<file path="src/rtl/udp_rx_pkg.sv">
// udp_rx_pkg: shared definitions for the UDP receive demultiplexer.
//   state_t     - receive FSM encoding
//   udp_hdr_t   - captured header fields used for the accept decision
//   csum_fold   - folds a wide sum into a 16-bit one's-complement value
package udp_rx_pkg;

  localparam int         UDP_HDR_LEN = 8;
  localparam logic [7:0] UDP_PROTO   = 8'd17;

  typedef enum logic [2:0] {
    S_IDLE,
    S_HEAD,
    S_DATA,
    S_CHECK,
    S_DROP
  } state_t;

  typedef struct packed {
    logic [15:0] dport;
    logic [15:0] len;
  } udp_hdr_t;

  // Two end-around-carry passes are enough for any input below 2^20.
  function automatic logic [15:0] csum_fold(input logic [19:0] v);
    logic [16:0] t;
    t = {1'b0, v[15:0]} + {13'd0, v[19:16]};
    return t[15:0] + {15'd0, t[16]};
  endfunction

endpackage

</file>
<file path="src/rtl/udp_csum_acc.sv">
// udp_csum_acc: byte-wise 16-bit one's-complement accumulator.
//   clk, rst  - clock, async active-high reset
//   clr       - restart from init (the byte on data is still added when en)
//   en        - add data this cycle
//   hi        - data is the high byte of its 16-bit word
//   dbl       - add the byte twice (field that also appears in the pseudo-header)
//   data      - byte to accumulate
//   init      - folded pseudo-header seed
//   sum       - running folded sum
module udp_csum_acc
  import udp_rx_pkg::*;
(
  input  logic        clk,
  input  logic        rst,
  input  logic        clr,
  input  logic        en,
  input  logic        hi,
  input  logic        dbl,
  input  logic [7:0]  data,
  input  logic [15:0] init,
  output logic [15:0] sum
);

  logic [15:0] word, base;
  logic [17:0] raw;

  always_comb begin
    word = hi ? {data, 8'h00} : {8'h00, data};
    base = clr ? init : sum;
    raw  = {2'b00, base} + {2'b00, word} + (dbl ? {2'b00, word} : 18'd0);
  end

  always_ff @(posedge clk or posedge rst) begin
    if (rst)      sum <= '0;
    else if (en)  sum <= csum_fold({2'b00, raw});
    else if (clr) sum <= init;
  end

endmodule

</file>
<file path="src/rtl/udp_rx_mux.sv">
// udp_rx_mux: parses a UDP segment byte stream, steers the payload of packets
// addressed to PORT_BASE..PORT_BASE+NUM_CH-1 onto a channel-tagged output and
// drops everything else.
//   clk, rst                     - clock, async active-high reset
//   rx_data/rx_valid/rx_sop      - incoming UDP segment, header first
//   ip_checksum_error,
//   ip_addr_check_error          - IP-layer error flags
//   ip_src_addr, ip_dst_addr     - pseudo-header addresses
//   pld_data/valid/sof/eof       - payload stream, 1 cycle after acceptance
//   pld_chan, pld_len            - channel and payload length of current packet
//   pkt_done, pkt_good           - end-of-packet pulse and verdict
//   drop_cnt                     - saturating dropped-packet count
// Optional feature: define UDP_RX_CSUM_EN to verify the UDP checksum.
module udp_rx_mux
  import udp_rx_pkg::*;
#(
  parameter logic [15:0] PORT_BASE = 16'hF000,
  parameter int          NUM_CH    = 4,
  parameter int          MAX_LEN   = 1472,
  localparam int         CW        = (NUM_CH > 1) ? $clog2(NUM_CH) : 1
) (
  input  logic          clk,
  input  logic          rst,
  input  logic [7:0]    rx_data,
  input  logic          rx_valid,
  input  logic          rx_sop,
  input  logic          ip_checksum_error,
  input  logic          ip_addr_check_error,
  input  logic [31:0]   ip_src_addr,
  input  logic [31:0]   ip_dst_addr,
  output logic [7:0]    pld_data,
  output logic          pld_valid,
  output logic          pld_sof,
  output logic          pld_eof,
  output logic [CW-1:0] pld_chan,
  output logic [15:0]   pld_len,
  output logic          pkt_done,
  output logic          pkt_good,
  output logic [15:0]   drop_cnt
);

  state_t      state;
  udp_hdr_t    hdr;
  logic [2:0]  hdr_idx;
  logic [15:0] pay_cnt;
  logic        err;

  logic        ip_err, start, len_short, len_long, port_ok, hdr_bad, verdict;
  logic [15:0] pay_len, drop_inc;
  logic [16:0] port_off;

  always_comb begin
    ip_err    = ip_checksum_error | ip_addr_check_error;
    start     = rx_valid & rx_sop;
    len_short = hdr.len < 16'(UDP_HDR_LEN);
    // Only meaningful once len_short is known false.
    pay_len   = hdr.len - 16'(UDP_HDR_LEN);
    len_long  = !len_short && ({1'b0, pay_len} > 17'(MAX_LEN));
    // 17-bit difference: a port below PORT_BASE wraps and sets bit 16.
    port_off  = {1'b0, hdr.dport} - {1'b0, PORT_BASE};
    port_ok   = !port_off[16] && (port_off < 17'(NUM_CH));
    hdr_bad   = len_short | len_long | !port_ok | err | ip_err;
    drop_inc  = (drop_cnt != 16'hFFFF) ? drop_cnt + 16'd1 : drop_cnt;
  end

`ifdef UDP_RX_CSUM_EN
  logic [15:0] csum, acc_sum, acc_init;
  logic        acc_en, acc_hi, acc_dbl;

  always_comb begin
    acc_init = csum_fold(20'(ip_src_addr[31:16]) + 20'(ip_src_addr[15:0]) +
                         20'(ip_dst_addr[31:16]) + 20'(ip_dst_addr[15:0]) +
                         20'(UDP_PROTO));
    acc_en   = rx_valid & (rx_sop | (state == S_HEAD) | (state == S_DATA));
    // Header byte k sits at segment offset k, payload byte j at 8+j.
    acc_hi   = rx_sop ? 1'b1 : (state == S_HEAD) ? !hdr_idx[0] : !pay_cnt[0];
    // The length field is counted once in the header and once in the pseudo-header.
    acc_dbl  = !rx_sop && (state == S_HEAD) && ((hdr_idx == 3'd4) || (hdr_idx == 3'd5));
    verdict  = !err && ((acc_sum == 16'hFFFF) || (csum == 16'h0000));
  end

  udp_csum_acc u_csum (
    .clk  (clk),
    .rst  (rst),
    .clr  (start),
    .en   (acc_en),
    .hi   (acc_hi),
    .dbl  (acc_dbl),
    .data (rx_data),
    .init (acc_init),
    .sum  (acc_sum)
  );
`else
  logic unused_ip;
  assign unused_ip = ^{ip_src_addr, ip_dst_addr};
  assign verdict   = !err;
`endif

  always_ff @(posedge clk or posedge rst) begin
    if (rst) begin
      state     <= S_IDLE;
      hdr       <= '0;
      hdr_idx   <= '0;
      pay_cnt   <= '0;
      err       <= 1'b0;
      pld_data  <= '0;
      pld_valid <= 1'b0;
      pld_sof   <= 1'b0;
      pld_eof   <= 1'b0;
      pld_chan  <= '0;
      pld_len   <= '0;
      pkt_done  <= 1'b0;
      pkt_good  <= 1'b0;
      drop_cnt  <= '0;
`ifdef UDP_RX_CSUM_EN
      csum      <= '0;
`endif
    end else begin
      pld_valid <= 1'b0;
      pld_sof   <= 1'b0;
      pld_eof   <= 1'b0;
      pkt_done  <= 1'b0;
      pkt_good  <= 1'b0;

      if ((state == S_HEAD) || (state == S_DATA)) err <= err | ip_err;

      // CHECK reports even when a new packet starts in the same cycle.
      if (state == S_CHECK) begin
        pkt_done <= 1'b1;
        pkt_good <= verdict;
      end

      if (start) begin
        // A new header always wins; an interrupted payload counts as a drop.
        if (state == S_DATA) begin
          pkt_done <= 1'b1;
          drop_cnt <= drop_inc;
        end
        state   <= S_HEAD;
        hdr_idx <= 3'd1;
        err     <= ip_err;
      end else begin
        case (state)
          S_HEAD: if (rx_valid) begin
            hdr_idx <= hdr_idx + 3'd1;
            case (hdr_idx)
              3'd2: hdr.dport[15:8] <= rx_data;
              3'd3: hdr.dport[7:0]  <= rx_data;
              3'd4: hdr.len[15:8]   <= rx_data;
              3'd5: hdr.len[7:0]    <= rx_data;
`ifdef UDP_RX_CSUM_EN
              3'd6: csum[15:8]      <= rx_data;
              3'd7: csum[7:0]       <= rx_data;
`endif
              default: ;
            endcase
            if (hdr_idx == 3'd7) begin
              if (hdr_bad) begin
                state    <= S_DROP;
                pkt_done <= 1'b1;
                drop_cnt <= drop_inc;
              end else begin
                pld_chan <= port_off[CW-1:0];
                pld_len  <= pay_len;
                pay_cnt  <= '0;
                state    <= (pay_len == 16'd0) ? S_CHECK : S_DATA;
              end
            end
          end
          S_DATA: if (rx_valid) begin
            pld_valid <= 1'b1;
            pld_data  <= rx_data;
            pld_sof   <= (pay_cnt == 16'd0);
            pay_cnt   <= pay_cnt + 16'd1;
            if (pay_cnt == pld_len - 16'd1) begin
              pld_eof <= 1'b1;
              state   <= S_CHECK;
            end
          end
          S_CHECK: state <= S_IDLE;
          default: ;  // IDLE and DROP wait for the next sop
        endcase
      end
    end
  end

endmodule

</file>
<file path="config.mk">
export PLATFORM = sky130hd
export DESIGN_NAME = udp_rx_mux
export DESIGN_NICKNAME = d
export VERILOG_FILES = /design/src/rtl/udp_rx_pkg.sv /design/src/rtl/udp_csum_acc.sv /design/src/rtl/udp_rx_mux.sv
export SDC_FILE = /design/constraint.sdc
export NUM_CORES = 1
export LEC_CHECK = 0
export CAP_MARGIN = 15
export CORE_MARGIN = 2
export CORE_UTILIZATION = 35
export DETAILED_ROUTE_END_ITERATION = 10
export REMOVE_ABC_BUFFERS = 1
export SLEW_MARGIN = 20
export SYNTH_ARGS = -nofsm -noshare
export SYNTH_HDL_FRONTEND = slang
export SYNTH_SLANG_ARGS = --single-unit
</file>
<file path="constraint.sdc">
create_clock -name clk -period 4.17 [get_ports clk]
set_input_delay 0.6255 -clock clk [delete_from_list [all_inputs] [get_ports clk]]
set_output_delay 0.6255 -clock clk [all_outputs]
set_load 0.005 [all_outputs]
</file>
==> impl_metrics.toml <==
[placement]
dpl_worst_slack_ns = 0.849
globalplace.congestion = 0.858
post_detail_place_hpwl_mm = 9.83
post_dp_cell_area_mm2 = 0.00651
io_buffers = 60

[die]
die_w_um = 132
core_mm2 = 0.0159
io_pins = 125
fp-row-count = 46
die_height_um = 132
die-area_mm2 = 0.0173
floorplan.initialDensity_pct = 35.9

[logic_synthesis]
count_of_flip_flops_with_a_built_in_enable_after_synthesis = 0
synth.cells.most_frequent = "dfrtp_1, nand2_1, mux2_2"
most_repeated_cell_in_the_gate_level_netlist_after_synthesis = "dfrtp_1"
post-synth-top-area-fraction_pct = 44.7
synth.lib_cells_used.distinct = 66
post_synth.cell_area_avg_um2 = 9.98
synth.ff_latch_count = 102
synth-warning-count = 0
post_synth_inst_count = 572
synth_flop_cell = "dfrtp_1"
yosys.area.top_type = "dfrtp_1"
netlist_area_mm2 = 0.00571
synth_top_cells_by_area = "dfrtp_1, mux2_2, nand2_1, xor2_1, xnor2_1"
synth.yosys.seq_area_share_pct = 44.7
ffs_w_async_s_r_synth_pct = 100

[drt]
detail_route.vias_per_cell = 5.29
drt_iter0_drc = 254
final_antenna_net_count = 0
wl_per_cell_um = 15.8
drt_wl_total_mm = 13.4
total_vias_in_the_final_route = 4467
firstDrtPassIters = 4
post-route-drc-count = 0

[sta]
drv_slew = 0
timing.final.crit_period_ns = 3.27
slew_headroom_pct = 43.5
total_negative_setup_slack_ns = 0
skew_ns = 0.0121
max_clk_rate_mhz = 305
postLayoutSetupSlackWorst_ns = 0.896
finalCritPeriodShare_pct = 78.5
setup-violations-final = 0
finalHoldViolations = 0
worstMarginPinSlew_ns = 0.844
rsz0062_at_grt = "false"

[worst_setup_path]
critical_register_to_register_path_startpoint = "hdr[5]"
worst-setup-path-type = "register to register"
crit_arrival_ns = 3.49
timing.rr.end = "drop_cnt[12]"
regToRegSetupSlack_ns = 0.90
worst-r2r-cell-count = 7
setup.worst_path.end_class = "register"
crit_required_ns = 4.38
critical_path.startpoint_type = "register"
crit_path_max_fanout = 14
critical_path.startpoint = "hdr[5]"

[power_and_ir_drop]
clock_power_share_pct = 27.7
power_density_mw_per_mm2 = 444
intPower_mw = 1.97
fraction_of_power_spent_switching_nets_pct = 34.8
ir_drop_mv = 0.234
combinational_cell_fraction_of_total_power_pct = 28.2
switching_power_mw = 1.05
seq_power_share_pct = 44.1
power.leakage_nw = 3.00

[cts]
numCtsBuffers = 9
postCtsSetupBuffers = 0
htree_levels = 3
clk_latency_ns = 0.35
clk_transition_reported_paths_ns = 0.07
cts_tree = "yes"
cts_root_buf = "clkbuf_16"
cts-resized-gates = 0
cts_buffer_depth = 2
cts_hold_repair.buffers = 0
clock_sinks = 102

[run_status]
status = "finished clean"

[global_route]
grt_remaining_overflow = 0
grt_max_degree = 103
grt_use_total_pct = 16.1
antenna_found_initial = 0
grt_first_pass_wirelength_mm = 22.7
grt_pass1_vias = 4479

[finish]
area_growth_syn_to_layout_pct = 19.1
layout.nets = 714
final_core_util_pct = 42.8
post_route_cells_drive_above_1_share_pct = 13.5
postLayoutCellArea_mm2 = 0.00680
num_antenna_cells = 0

[job]
max_cap_violations = 0

[hold_path]
min_path_cells = 2
timing.hold.worst.class = "register to register"
timing.hold.worst_endpoint = "pld_data[0]"
hold_path_startpoint = "pld_data[0]"
-- layout make-up --
type	count	area, um2
multi-input cells	423	2950
well taps	216	270
flip-flops and latches	102	2550
inverters	23	88.8
fillers	1561	9090
repair buffers	65	651
clock buffers	10	229
clock inverters	6	61.3
-- stage by stage --
| step | std cells | power, mW | hold WS [ns] |
|---|---|---|---|
| CTS | 845 | 3.05 | 0.492 |
| global route | 845 | 3.23 | 0.501 |
| floorplan | 548 | 1.97 | 0.452 |
| finish | 845 | 3.02 | 0.486 |
| global placement | 829 | 2.17 | 0.463 |
| detailed placement | 829 | 2.21 | 0.462 |
-- critical path: stages (launching register included) --
cell and delay (ns):
dfrtp_1 0.51, nor3_1 0.53, and3_1 0.24, a21oi_1 0.08, or4_4 0.60, o41ai_4 0.78, nor4_1 0.18, xor2_1 0.19
-- logic make-up after synthesis --
kind of cell,after synthesis,synth area share [%]
AO/OA/AOI/OAI,90,10.9
XOR/XNOR,40,6.14
adder cells (fa/ha/maj),12,2.63
buffers and inverters,47,3.66
flip-flops,102,44.7
multiplexers,48,9.58
AND/OR/NAND/NOR,233,22.4
-- per-layer routing --
metal	vias up	share of wire (%)	global-route usage (%)
met5	-	0	0
met4	0	1.8	5.74
met3	16	4.2	2.66
met2	99	49	27.0
met1	2178	45	20.8
li1	2174	-	-
-- how the worst max path moves through the flow --
| stage | to | slack, ns | depth (start not counted) |
|---|---|---|---|
| 6_report | drop_cnt[12] | 0.90 | 7 |
| 5_1_grt | drop_cnt[12] | 0.65 | 7 |
| 4_1_cts | drop_cnt[12] | 0.88 | 7 |
| 3_5_place_dp | drop_cnt[12] | 0.85 | 7 |
| 3_3_place_gp | drop_cnt[12] | 0.93 | 7 |
| 2_1_floorplan | drop_cnt[0] | 0.87 | 1 |
-- power groups by stage --
stage               sequential, mW  clock (mW)  combinational (mW)
finish                        1.33       0.835               0.852
global route                  1.37       0.906               0.959
CTS                           1.33       0.858               0.861
detailed placement            1.35           0               0.857
global placement              1.34           0               0.830
floorplan                     1.30           0               0.670
-- cell usage in the layout, fill, tap and decap left out, types with 11 or more instances in the layout --
master / n
xnor2_1: 19
a31oi_1: 15
nor4_1: 14
nand3_1: 18
clkdlybuf4s50_1: 60
a21oi_1: 17
nand2_1: 59
mux2_2: 41
nand4_1: 19
nor3_1: 22
dfrtp_1: 102
and2_1: 11
xor2_1: 21
ha_1: 12
nor2_1: 38
inv_1: 22
o21ai_0: 22
-- sequential cells by signal, summed over array words and instances (netlist names) --
name	cells
pld_eof	1
pld_data	8
pay_cnt	16
err	1
pld_valid	1
drop_cnt	16
pld_len	16
state	3
pld_sof	1
pkt_good	1
pkt_done	1
pld_chan	2
hdr_idx	3
hdr	32
Note: power is estimated with default switching activity, not from simulation.
